### config.mk
export PLATFORM = sky130hd
export DESIGN_NAME = sample_48_packer
export DESIGN_NICKNAME = d
export VERILOG_FILES = /design/src/rtl/sample_48_packer.sv
export SDC_FILE = /design/constraint.sdc
export NUM_CORES = 1
export LEC_CHECK = 0
export BUFFER_PORTS_ARGS = -buffer_cell sky130_fd_sc_hd__buf_4
export CORE_ASPECT_RATIO = 1.2
export CORE_UTILIZATION = 55
export CTS_BUF_LIST = sky130_fd_sc_hd__clkbuf_8
export DETAILED_ROUTE_END_ITERATION = 12
export HOLD_SLACK_MARGIN = 0.12
export PLACE_DENSITY = 0.85
export SETUP_SLACK_MARGIN = 0.15
export SYNTH_ARGS = -nofsm -noshare
export SYNTH_HDL_FRONTEND = slang
export SYNTH_SLANG_ARGS = --single-unit
### constraint.sdc
create_clock -name sys_clk -period 5.1 [get_ports sys_clk]
set_input_delay 1.02 -clock sys_clk [delete_from_list [all_inputs] [get_ports sys_clk]]
set_output_delay 1.02 -clock sys_clk [all_outputs]
set_load 0.1 [all_outputs]
### src/rtl/sample_48_packer.sv
// rtl/sample_48_packer.sv - packs an 8-bit byte stream MSB-first into signed samples with a FWFT output queue
// Optional idle timeout on partial samples: define PACKER_TIMEOUT_EN.
module sample_48_packer #(
    parameter int NBYTES  = 6,
    parameter int DEPTH   = 4,
    parameter int TIMEOUT = 1024,
    localparam int SW = 8 * NBYTES,
    localparam int LW = $clog2(DEPTH) + 1
) (
    input  logic                 sys_clk,
    input  logic                 sys_rst_n,
    input  logic                 sync_clr,
    input  logic [7:0]           byte_in,
    input  logic                 byte_valid,
    output logic                 byte_ready,
    output logic signed [SW-1:0] sample_out,
    output logic                 sample_valid,
    input  logic                 sample_ready,
    output logic [LW-1:0]        fifo_level,
    output logic                 frame_err
);

    localparam int AW = $clog2(DEPTH);
    localparam int IW = (NBYTES > 1) ? $clog2(NBYTES) : 1;
    localparam logic [IW-1:0] LAST_IDX = IW'(NBYTES - 1);

    generate
        if (DEPTH < 2 || (DEPTH & (DEPTH - 1)) != 0 || TIMEOUT < 2 || NBYTES < 2) begin : g_bad_param
            $error("sample_48_packer: illegal parameter set");
        end
    endgenerate

    logic [IW-1:0] idx_q, idx_d;
    logic [SW-1:0] asm_q, asm_d;
    logic [AW-1:0] wr_ptr_q, rd_ptr_q;
    logic [LW-1:0] level_q;
    logic [SW-1:0] mem_q [DEPTH];

    logic full, pop, accept, last_byte, push, timeout;

    assign full         = (level_q == LW'(DEPTH));
    assign sample_valid = (level_q != '0);
    assign pop          = sample_valid & sample_ready;
    assign last_byte    = (idx_q == LAST_IDX);
    // The final byte may enter a full queue only when a pop frees a slot this cycle.
    assign byte_ready   = !last_byte || !full || pop;
    assign accept       = byte_valid & byte_ready;
    assign push         = accept & last_byte & !sync_clr;

    assign fifo_level   = level_q;
    assign sample_out   = sample_valid ? mem_q[rd_ptr_q] : '0;

    always_comb begin
        idx_d = idx_q;
        asm_d = asm_q;
        if (sync_clr || timeout) begin
            idx_d = '0;
            asm_d = '0;
        end else if (accept) begin
            if (last_byte) begin
                idx_d = '0;
                asm_d = '0;
            end else begin
                idx_d = idx_q + 1'b1;
                for (int k = 0; k < NBYTES; k++) begin
                    if (idx_q == IW'(k)) begin
                        asm_d[SW-1-8*k -: 8] = byte_in;
                    end
                end
            end
        end
    end

    always_ff @(posedge sys_clk or negedge sys_rst_n) begin
        if (!sys_rst_n) begin
            idx_q    <= '0;
            asm_q    <= '0;
            wr_ptr_q <= '0;
            rd_ptr_q <= '0;
            level_q  <= '0;
        end else begin
            idx_q <= idx_d;
            asm_q <= asm_d;
            if (push) wr_ptr_q <= wr_ptr_q + 1'b1;
            if (pop)  rd_ptr_q <= rd_ptr_q + 1'b1;
            case ({push, pop})
                2'b10:   level_q <= level_q + 1'b1;
                2'b01:   level_q <= level_q - 1'b1;
                default: level_q <= level_q;
            endcase
        end
    end

    // Storage needs no reset: the empty gate on sample_out hides stale entries.
    always_ff @(posedge sys_clk) begin
        if (push) begin
            mem_q[wr_ptr_q] <= {asm_q[SW-1:8], byte_in};
        end
    end

`ifdef PACKER_TIMEOUT_EN
    logic [15:0] idle_q;
    logic        frame_err_q;

    assign timeout   = !sync_clr && !accept && (idx_q != '0) && (idle_q == 16'(TIMEOUT - 1));
    assign frame_err = frame_err_q;

    always_ff @(posedge sys_clk or negedge sys_rst_n) begin
        if (!sys_rst_n) begin
            idle_q      <= '0;
            frame_err_q <= 1'b0;
        end else begin
            frame_err_q <= timeout;
            if (sync_clr || accept || (idx_q == '0) || timeout) begin
                idle_q <= '0;
            end else begin
                idle_q <= idle_q + 16'd1;
            end
        end
    end
`else
    assign timeout   = 1'b0;
    assign frame_err = 1'b0;
`endif

endmodule
### Yosys cells after proc, flatten, opt, wreduce, memory -nomap -nowiden

Memories as Yosys holds them, arrays and structs flattened.
Cells that the tools add are included.

| cells by class | value |
|---|---|
| add/subtract/negate cells | 5 |
| eq/ne operators | 8 |
| mux-type cells | 15 |
| bitwise operators | 4 |
| reduce and logical (&&, ||, !) cells | 19 |

Operators with widths:

| operator | count |
|---|---|
| $mux W48 | 4 |
| $mux W8 | 5 |
| $reduce_bool A3 Y1 | 6 |
| $reduce_and A2 Y1 | 5 |
| $eq A3 B3 Y1 const B | 3 |
| $mux W3 | 3 |
| $add A3 B1 Y3 const B | 2 |
| $eq A3 B2 Y1 const B | 2 |
| $pmux W3 S2 | 1 |
| $add A2 B1 Y2 const B | 2 |
| $and A1 B1 Y1 | 4 |
| $reduce_bool A2 Y1 | 2 |
| $eq A3 B1 Y1 const B | 1 |
| $logic_not A1 Y1 | 3 |
| $logic_not A3 Y1 | 1 |
| $sub A3 B1 Y3 const B | 1 |
| $eq A2 B1 Y1 const B | 1 |
| $eq A2 B2 Y1 const B | 1 |
| $logic_or A1 B1 Y1 | 2 |
| $mux W1 | 2 |

| storage, ports and cells | value |
|---|---|
| bits in registers | 50 |
| memory bits (writable) | 192 |
| input bits | 13 |
| output and inout port bits | 54 |
| word-level logic and storage cells | 61 |
| memories | 1 |

Memories:

| name | words | width | rd ports | clocked after memory_dff | write ports | line | text |
|---|---|---|---|---|---|---|---|
| mem_q | 4 | 48 | 1 | 0 | 1 | 37 | `logic [SW-1:0] mem_q [DEPTH];` |

### Longest topological paths before layout

Gate-level depths: netlist of run 1.

| depth | value |
|---|---|
| word-level depth | 9 |
| gate-level depth with buffers | 10 |
| gate-level depth less buffers | 9 |

### Least setup slack after synthesis of run 1

Ideal clock, no wire load.

| timing path | value |
|---|---|
| path kind | register -> output |
| start point | reg level_q[0] (netlist: fifo_level[0]) |
| end point | out sample_out[38] |
| data arrival time | 3.136 ns |
| data required time | 4.080 ns |
| path slack | 0.944 ns |
| stages on the path, launching flop included | 4 |
| buffers on the path | 1 |
| path through | dfrtp_1 > or3_1 > clkbuf_1 > and2_1 |

| between the ends | value |
|---|---|
| longest elaborated chain between the ends | 2 |

Ends and longest elaborated chain:

| element | line | text |
|---|---|---|
| from (decl) | 36 | `logic [LW-1:0] level_q;` |
| from (signal assigned) | 87 | `2'b10: level_q <= level_q + 1'b1;` |
| from (signal assigned) | 88 | `2'b01: level_q <= level_q - 1'b1;` |
| from (signal assigned) | 89 | `default: level_q <= level_q;` |
| $reduce_bool A3 Y1 | 42 | `assign sample_valid = (level_q != '0);` |
| net sample_valid | 17 | `output logic sample_valid,` |
| $mux W48 | 51 | `assign sample_out = sample_valid ? mem_q[rd_ptr_q] : '0;` |
| to (decl) | 16 | `output logic signed [SW-1:0] sample_out,` |

The timed path passes the listed nets, and every way through them passes these cells.

### Worst setup path after layout of run 1

| timing path | value |
|---|---|
| start point | reg rd_ptr_q[0] |
| end point | out sample_out[4] |

| between the ends | value |
|---|---|
| longest elaborated chain between the ends | 2 |

Ends and longest elaborated chain:

| element | line | text |
|---|---|---|
| from (decl) | 35 | `logic [AW-1:0] wr_ptr_q, rd_ptr_q;` |
| from (signal assigned) | 85 | `if (pop) rd_ptr_q <= rd_ptr_q + 1'b1;` |
| $mem_v2 Z4 W48 | n/a |  |
| $mux W48 | 51 |  |

No other way between the ends.

==> results of run 1 <==
-- state kept, by name (all words and copies together), names as in the netlist --
signal      cells
mem_q         192
rd_ptr_q        2
fifo_level      3
asm_q          40
idx_q           3
wr_ptr_q        2
-- synth_stat cells (2+ instances only) --
cell type,count
buf_2,10
mux4_2,48
ha_1,6
inv_1,7
edfxtp_1,192
mux2i_1,8
clkbuf_1,10
or3_1,2
xor2_1,3
nor2_1,12
nand2_1,8
xnor2_1,3
o2bb2ai_1,6
buf_1,3
o21ai_1,2
dfrtp_1,50
nand3b_1,3
nand2b_1,2
a21oi_1,4
and3b_1,2
and2_1,55
nor4b_4,2
a22o_1,30
a2111oi_2,2
nor4_1,2
-- metrics by stage --
stage	hold slack, ps	setup slack, ps
finish	526.1	1396
global placement	489.3	1715
floorplan	471.0	944.4
detailed placement	511.7	1613
CTS	522.7	1324
global route	538.8	1234
-- worst max-delay path by stage --
stage	startpoint	end	cells past startpoint
after detailed placement	sync_clr	mem_q[1][18]	5
after global routing	rd_ptr_q[0]	sample_out[4]	3
after global placement	sync_clr	mem_q[0][18]	5
final	rd_ptr_q[0]	sample_out[4]	3
after floorplan	fifo_level[0]	sample_out[38]	3
after CTS	rd_ptr_q[0]	sample_out[31]	3
-- layout make-up --
cell class / instances / area (sq um)
Timing Repair Buffer: 71 / 533.0
Sequential cell: 242 / 7022
Fill cell: 1122 / 6070
Multi-Input combinational cell: 217 / 2367
Inverter: 7 / 26.28
Tap cell: 216 / 270.3
Clock buffer: 36 / 495.5
Clock inverter: 25 / 132.6
-- logic make-up after synthesis --
family                     share of synthesized area
DFF                                           0.7377
buffers and inverters                        0.01395
adders and majority gates                   0.009997
muxes                                         0.1221
and+or+nand+nor                              0.06420
xor gates and xnor gates                    0.005526
other                                      0.0003943
AOI/OAI and AO/OA                            0.04617
-- cells in the final DEF, fill, tap and decap left out, types with 3 or more instances in the layout --
cell	n
xor2_1	3
clkinv_1	4
and2_1	51
inv_1	21
nand3b_1	3
nor2_1	12
nand2_1	8
clkbuf_8	36
a21oi_1	4
xnor2_1	3
edfxtp_1	192
buf_4	71
ha_1	6
dfrtp_1	48
a22o_1	30
mux2i_1	8
clkinv_2	4
and2_2	4
mux4_2	48
o2bb2ai_1	6
-- layer usage --
layer  GRT usage  share of wire
met3     0.03750          0.063
met1      0.2983           0.39
met2      0.3593           0.51
met4      0.1000          0.035
met5           0              0
==> results.md, run 1 <==
- Yosys cell types: 43
- Cell Chain, Critical Path: mux4_2 > and2_1 > buf_4
- Die ar.: 0.01783 sq mm
- YS warnings: 0
- Cell Area, Synth: 0.009512 sq mm
- Final ANT Viol Nets: 0
- Final Hold Fails: 0
- Startpoint Class: register
- GRT Total Usage: 0.2222
- Share of layout cells above drive strength 1: 0.3010
- Seq/Total Area, Yosys: 0.7377
- Max capacitance violation total: 0
- Root Buffer: clkbuf_8
- CP Max Fanout: 50
- Fin util: 0.6412
- Number of diodes: 0
- Slew HR: 0.3225
- Crit path max-delay family: flip-flops
- Post-DP Area: 0.01022 sq mm
- Post-synth EDFFs: 192
- Area leader, netlist: edfxtp_1
- Dominant cells by area after synthesis: edfxtp_1, dfrtp_1, mux4_2, and2_1, a22o_1
- 1st-iter DRT viols: 320
- Worst path buffer plus inverter count: 1
- Status: completed
- Arrival @ worst endpoint: 2680 ps
- Layout Cells excl Fill: 814
- R2r setup slk: 2100 ps
- CP Class: register to output port
- Final clock period utilization by the worst path: 0.7263
- Post-Syn Instances: 490
- Port bufs: 65
- RSZ-0062 raised after global routing: false
- Initial Util: 0.5623
- Syn Area/Cell: 19.41 sq um
- Yosys top cell area share: 0.6062
- Clk sink count: 242
- Vias in the first global route: 5119
- Vias per cell: 5.919
- Worst r2r src: idx_q[0]
- Die width: 122.1 microns
- Dpl hpwl: 11.26 mm
- Skew-Pair Late Insertion Delay: 500 ps
- TNS Setup: 0 ps
- Fmax: 0.2700 GHz
- FF+latch count, synth: 242
- DRC violations left: 0
- CTS Buf Count: 34
- Synth async-reset ratio: 0.2066
- Final Max Slew Viols: 0
- Worst reg2reg path endpoint: mem_q[2][19]
- Total Wirelength: 18.69 mm
- Drt wl/cell: 22.97 microns
- Pre-antenna DRT Iters: 5
- Hold Path Origin: asm_q[29]
- Global-route wire length before repair: 28.87 mm
- Largest net degree at the start of global routing: 51
- Placer Congestion: 0.8405
- CTS Hold Buffers Added: 0
- Num ports: 67
- Vert. Die Dim: 146.1 microns
- Final min period: 3704 ps
- Crit path capture type: output port
- CP max stage cell: dfrtp_4
- Cell row count: 52
- Clock H-tree levels: 2
- Total congestion overflow: 0
- Hold Crit Class: register to register
- Prevailing post-synth register cell: edfxtp_1
- Bufs on Longest Clock Path: 3
- Mapped Nets: 510
- Antenna violations before repair: 0
- Postcts setup bufs: 0
- CTS tree: built
- Clk_skew: 18.70 ps
- Final #Nets: 593
- Slew @ Worst Pin: 1016 ps
- Hold endpoint: mem_q[2][29]
- Largest stage delay on the critical path: 1100 ps
- Worst EP required: 4080 ps
- Post-route design area: 0.01085 sq mm
- Resize count post-CTS: 0
- Reg2Reg Depth: 4
- Clock transition at path regs: 60 ps
- Syn-to-layout area delta: 14.04%
- Vias: 4818
- Inst Count DP: 753
- Core area: 0.01692 sq mm
- Final setup vio count: 0
- Worst Hold Depth: 0
Power of run 1 is left out: the tool's default activity adds up to more than one toggle a clock period on the data nets, which glitch-free logic cannot reach.
==> run 2: changes to the inputs <==
ABC_AREA = 1   (was not set)
clock period = 3.44 ns   (was 5.1 ns; I/O delays follow)
==> run 2 against run 1 <==
Against the previous run: final area is 4.1% higher; sequential share of layout area decreased by 2.6 points; synthesized area up 2.3%; global-route usage increased by 2.2 points; critical endpoint is now sample_out[38]; highest routed layer unchanged.
==> results.md, run 2 <==
- Fillcell total: 1168 (+4.1%)
- Bufs on Longest Clock Path: 3 (unchanged)
- Prevailing post-synth register cell: edfxtp_1
- Worst path buffer plus inverter count: 4 (+3)
- Max capacitance violation total: 0 (unchanged)
- GRT Total Usage: 0.2439 (+0.02169)
- Number of diodes: 0 (unchanged)
- Top reg by flops: mem_q
- Synth cell count leaders: nor2_1, edfxtp_1, o21ai_0, nand2_1, a21oi_1
- YS warnings: 0 (unchanged)
- Multi-input logic area: 0.002491 sq mm (+5.2%)
- Layout Cells excl Fill: 1149 (+41%)
- CP max stage cell: buf_4
- Port bufs: 65 (unchanged)
- Share of layout cells above drive strength 1: 0.1972 (-0.1038)
- Simple logic cell fraction of the synthesized area: 0.1392 (+0.07497)
- Root Buffer: clkbuf_8
- Skew-Pair Late Insertion Delay: 520 ps (+20 ps)
- Yosys cell types: 25 (-42%)
- Vias per cell: 5.627 (-4.9%)
- Worst r2r src: fifo_level[0]
- Worst setup margin: 282.7 ps (-1113 ps)
- Final Max Slew Viols: 0 (unchanged)
- Num ports: 67 (unchanged)
- Vert. Die Dim: 147.7 microns (+1.1%)
- Mapped Nets: 856 (+68%)
- Adder-Cell Fraction of Synth Area: 0.009775 (-0.0002224)
- Largest net degree at the start of global routing: 71 (+39%)
- Commonest non-fill, non-tap cell in the layout: nor2_1
- Pre-antenna DRT Iters: 5 (unchanged)
- XOR/XNOR share of the synthesized area: 0.003601 (-0.001924)
- Startpoint Class: register
- CP startpoint: rd_ptr_q[1]
- Postcts setup bufs: 0 (unchanged)
- Worst reg2reg path endpoint: fifo_level[2]
- Core area: 0.01711 sq mm (+1.2%)
- Crit path max-delay family: buffers and inverters
- Arrival @ worst endpoint: 2470 ps (-210 ps)
- Die ar.: 0.01823 sq mm (+2.2%)
- Clock transition at path regs: 70 ps (about the same)
- Most frequent cells in the layout: nor2_1, edfxtp_1, o21ai_0
- Reg2Reg Depth: 11 (+7)
- Post-Syn Instances: 836 (+71%)
- Most frequent CP cell: buf_4
- Cell Area, Synth: 0.009728 sq mm (+2.3%)
- Vias: 6465 (+34%)
- FF+latch count, synth: 242 (unchanged)
- Final Hold Fails: 0 (unchanged)
- Antenna violations before repair: 0 (unchanged)
- Syn Area/Cell: 11.64 sq um (-40%)
- Final ANT Viol Nets: 0 (unchanged)
- Area leader, netlist: edfxtp_1
- CTS tree: built
- Seq/Total Area, Yosys: 0.7213 (-0.01641)
- Hold Crit Class: primary input to asynchronous set/reset pin
- Final min period: 3157 ps
- Main combinational cell family by area after synthesis: simple AND/OR/NAND/NOR gates
- R2r setup slk: 940 ps (-1160 ps)
- Initial Util: 0.5685 (+0.006236)
- Post-synth EDFFs: 192 (unchanged)
- Cell row count: 52 (unchanged)
- Status: completed
- Global-route wire length before repair: 33.44 mm (+16%)
- DRC violations left: 0 (unchanged)
- Slew HR: 0.5556 (+0.2331)
- Multiplexer area fraction after synthesis: 0 (-0.1221)
- Reg area: 0.007020 sq mm (about the same)
- Syn-to-layout area delta: 16.09%
- Yosys top cell area share: 0.5927 (-0.01349)
- Largest stage delay on the critical path: 380 ps (-720 ps)
- Vias in the first global route: 6531 (+28%)
- Final #Nets: 928 (+56%)
- Final setup vio count: 0 (unchanged)
- RSZ-0062 raised after global routing: false
- Dpl hpwl: 12.08 mm (+7.2%)
- Inst Count DP: 1087 (+44%)
- CP Class: register to output port
- Clock H-tree levels: 2 (unchanged)
- Count leader, synth: nor2_1
- Final clock period utilization by the worst path: 0.9178
- Drt wl/cell: 18.26 microns (-20%)
- Fmax: 0.3167 GHz
- Die width: 123.4 microns (+1.1%)
- Worst EP required: 2750 ps (-1330 ps)
- Clk_skew: 24.47 ps (+5.771 ps)
- CP Max Fanout: 29 (-42%)
- CTS Buf Count: 35 (+2.9%)
- Total Wirelength: 20.99 mm (+12%)
- Cell Chain, Critical Path: buf_4 > inv_1 > buf_4 > nor2_1 > o21ai_0 > a21oi_1 > buf_4
- Crit path capture type: output port
- Synth async-reset ratio: 0.2066 (unchanged)
- Regs by FF count: mem_q x192, asm_q x40
- Dominant cells by area after synthesis: edfxtp_1, dfrtp_1, nor2_1, o21ai_0, a21oi_1
- 1st-iter DRT viols: 658 (+110%)
- Max reg flops: 192 (unchanged)
- Clk sink count: 242 (unchanged)
- Total congestion overflow: 0 (unchanged)
- Compound-gate portion of the synthesized area: 0.08772 (+0.04154)
- Placer Congestion: 0.8253 (-1.8%)
- Slew @ Worst Pin: 664.1 ps (-352.1 ps)
- TNS Setup: 0 ps (unchanged)
- Pre-CTS setup slack: 589.0 ps (-1024 ps)
## run 2: cell types whose count changed after synthesis, sizes merged, moves of 6 or more
cell / before / now
inv: 7 / 39
nand2: 8 / 73
a21oi: 5 / 51
mux4: 48 / 0
a22o: 30 / 0
mux2i: 8 / 0
nor2: 13 / 211
and2: 55 / 0
clkbuf: 10 / 18
buf: 14 / 26
o2bb2ai: 6 / 0
nand3: 0 / 46
o21ai: 4 / 117
## run 2: final cells by class
cell class,instances,share of cell area
tap,216,0.02393
sequential,242,0.6217
clock buffer,43,0.05240
multi-input combinational,511,0.2206
timing repair buffer,79,0.06027
clock inverter,19,0.008199
inverter,39,0.01296
## run 2: what timing repair did
item / CTS / global route
endpoints found under the hold margin: 0 / 0
setup endpoints to repair: 0 / 20
gates resized for setup: 0 / 1
hold buffers: 0 / 0
## run 2: cells by family (layout without fill, tap and decap cells)
logic type                 after synthesis  in the layout
buffers and inverters                   83            180
AOI/OAI and AO/OA                      169            169
and+or+nand+nor                        330            330
DFF                                    242            242
adders and majority gates                7              7
xor gates and xnor gates                 4              4
other                                    1              1
## run 2: worst max path at each step
stage | cells after the start | end
global placement | 12 | fifo_level[2]
CTS | 6 | sample_out[39]
finish | 7 | sample_out[38]
detailed placement | 12 | fifo_level[2]
global route | 7 | sample_out[36]
floorplan | 6 | sample_out[38]
## run 2: worst reg2reg max path: stages (launching register included)
cell	delay [ps]
dfrtp_1	410
inv_2	80
nand2_1	100
nor2_2	160
a21oi_1	150
nand2_1	390
ha_1	230
inv_1	70
fa_1	390
a21oi_1	150
o21ai_0	110
xnor2_1	130
## run 2: metrics by stage
step                instance area [sq um]    util  hold slack, ps
floorplan                            9871       -           392.4
global placement                    10610  0.6198           496.2
detailed placement                  10610  0.6198           499.8
CTS                                 11290  0.6598           221.0
global route                        11290  0.6600           242.1
finish                              11290  0.6600           214.2
## run 2: per-layer routing
layer	track usage	vias to the layer above	routed length, microns
met5	0	-	0
met4	0.1163	0	707
met3	0.03858	54	1377
met2	0.4137	267	10930
met1	0.3043	3127	7970
li1	-	3017	-
Power of run 2 is left out for the same reason.
==> run 3: changes to the inputs <==
ABC_AREA = not set   (was 1)
==> run 3 against run 2 <==
Against the previous run: register-to-register slack about the same; sequential share of layout area up 1.5 points; critical path depth down 3; wire length down 14%; critical path type unchanged; maximum frequency up 1.3%; setup slack better by 39 ps; global-route usage down 2.7 points; first-iteration DRC count down 27%; highest routed layer unchanged.
==> results.md, run 3 (same netlist as run 1, synthesis figures left out) <==
- Slew HR: 0.5303 (-0.02531)
- Final ANT Viol Nets: 0 (unchanged)
- Largest net degree at the start of global routing: 51 (-28%)
- Bufs on Longest Clock Path: 3 (unchanged)
- Vert. Die Dim: 146.1 microns (-1.1%)
- Worst setup margin: 322.1 ps (+39.38 ps)
- Clk sink count: 242 (unchanged)
- Die ar.: 0.01783 sq mm (-2.2%)
- Max reg flops: 192 (unchanged)
- Slew @ Worst Pin: 704.6 ps (+40.42 ps)
- Most frequent cells in the layout: edfxtp_1, buf_4, mux4_2, dfrtp_1
- Layout Cells excl Fill: 824 (-28%)
- Root Buffer: clkbuf_8
- Regs by FF count: mem_q x192, asm_q x40
- Post-DP Area: 0.01032 sq mm (-2.7%)
- Core area: 0.01692 sq mm (-1.1%)
- Number of diodes: 0 (unchanged)
- Commonest non-fill, non-tap cell in the layout: edfxtp_1
- Pre-antenna DRT Iters: 5 (unchanged)
- Share of layout cells above drive strength 1: 0.3273 (+0.1301)
- Worst r2r src: idx_q[0]
- Final Hold Fails: 0 (unchanged)
- Pre-CTS setup slack: 623.6 ps (+34.57 ps)
- Reg2Reg Depth: 5 (-6)
- TNS Setup: 0 ps (unchanged)
- Hold Crit Class: primary input to asynchronous set/reset pin
- Max capacitance violation total: 0 (unchanged)
- Worst EP required: 2750 ps (about the same)
- Placer Congestion: 0.7669 (-7.1%)
- Final min period: 3118 ps (-39.38 ps)
- Crit path capture type: output port
- Leakage: 4.195 nW
- Power Total: 9.963 mW
- Initial Util: 0.5623 (-0.006236)
- CP Class: register to output port
- Pwr per Cell Area: 904.0 mW/mm^2
- Fmax: 0.3207 GHz (+1.3%)
- Reg area: 0.007022 sq mm (about the same)
- R2r setup slk: 950 ps (about the same)
- Clock transition at path regs: 60 ps (about the same)
- Skew-Pair Late Insertion Delay: 490 ps (-30 ps)
- Cell row count: 52 (unchanged)
- Global-route wire length before repair: 28.41 mm (-15%)
- Total congestion overflow: 0 (unchanged)
- Drt wl/cell: 21.93 microns (+20%)
- Total Wirelength: 18.07 mm (-14%)
- CTS Buf Count: 35 (unchanged)
- Fin util: 0.6515 (-0.008509)
- Final Max Slew Viols: 0 (unchanged)
- CP Max Fanout: 32 (+10%)
- Num ports: 67 (unchanged)
- Vias per cell: 5.862 (+4.2%)
- Status: completed
- Final #Nets: 602 (-35%)
- Multi-input logic area: 0.002379 sq mm (-4.5%)
- Inst Count DP: 760 (-30%)
- Die width: 122.1 microns (-1.1%)
- Clock H-tree levels: 2 (unchanged)
- WHS: 250.6 ps (+36.45 ps)
- Resize count post-CTS: 0 (unchanged)
- Top reg by flops: mem_q
- CTS tree: built
- 1st-iter DRT viols: 483 (-27%)
- RSZ-0062 raised after global routing: false
- Final clock period utilization by the worst path: 0.9064 (-0.01145)
- Clk_skew: 8.180 ps (-16.29 ps)
- Fillcell total: 1088 (-6.8%)
- Arrival @ worst endpoint: 2430 ps (-40 ps)
- Vias: 4830 (-25%)
- Final setup vio count: 0 (unchanged)
- DRC violations left: 0 (unchanged)
- Vias in the first global route: 5112 (-22%)
- GRT Total Usage: 0.2170 (-0.02688)
- Port bufs: 65 (unchanged)
- Antenna violations before repair: 0 (unchanged)
- Worst reg2reg path endpoint: mem_q[3][36]
- Post-route design area: 0.01102 sq mm (-2.4%)
- Maximum vdd drop: 0.7906 mV
- Startpoint Class: register
- CTS Hold Buffers Added: 0 (unchanged)
- Syn-to-layout area delta: 15.86%
- Dpl hpwl: 10.98 mm (-9.1%)
==> run 3: power by group <==
part / switching [mW] / internal (mW)
logic: 3.22 / 1.19
registers: 0.169 / 3.20
clock network: 0.994 / 1.18
total: 4.39 / 5.58
==> run 3: timing repair <==
action / in CTS / in global routing
endpoints found under the setup margin: 16 / 0
hold endpoints to repair: 0 / 0
setup buffers: 1 / 0
==> run 3: final cells by class <==
| type | instances | area share |
|---|---|---|
| inverter | 7 | 0.002384 |
| timing repair buffer | 79 | 0.05790 |
| clock inverter | 21 | 0.009764 |
| clock buffer | 42 | 0.05245 |
| multi-input combinational | 217 | 0.2158 |
| sequential | 242 | 0.6371 |
| tap | 216 | 0.02452 |
==> run 3: metal layers <==
| layer | global-route usage | vias to the layer above | wire length (microns) | share of wire |
|---|---|---|---|---|
| li1 | - | 2130 | - | - |
| met1 | 0.2928 | 2487 | 7251 | 0.40 |
| met2 | 0.3621 | 175 | 9416 | 0.52 |
| met3 | 0.03555 | 38 | 1006 | 0.056 |
| met4 | 0.07134 | 0 | 397 | 0.022 |
| met5 | 0 | - | 0 | 0 |
==> run 3: how the worst max path moves through the flow <==
stage / startpoint / to / slack, ps / cells after the start
2_1_floorplan: fifo_level[0] / sample_out[28] / 280 / 4
3_3_place_gp: rd_ptr_q[0] / sample_out[37] / 660 / 4
3_5_place_dp: rd_ptr_q[0] / sample_out[32] / 620 / 4
4_1_cts: fifo_level[0] / sample_out[40] / 250 / 4
5_1_grt: fifo_level[0] / sample_out[40] / 160 / 4
6_report: fifo_level[0] / sample_out[40] / 320 / 4
==> run 3: worst max-delay path: stages (launching register included) <==
cell and delay [ps]:
dfrtp_1 480, or3_1 530, buf_4 390, and2_2 230, buf_4 290
No activity file was read; power rests on OpenSTA's default activity.
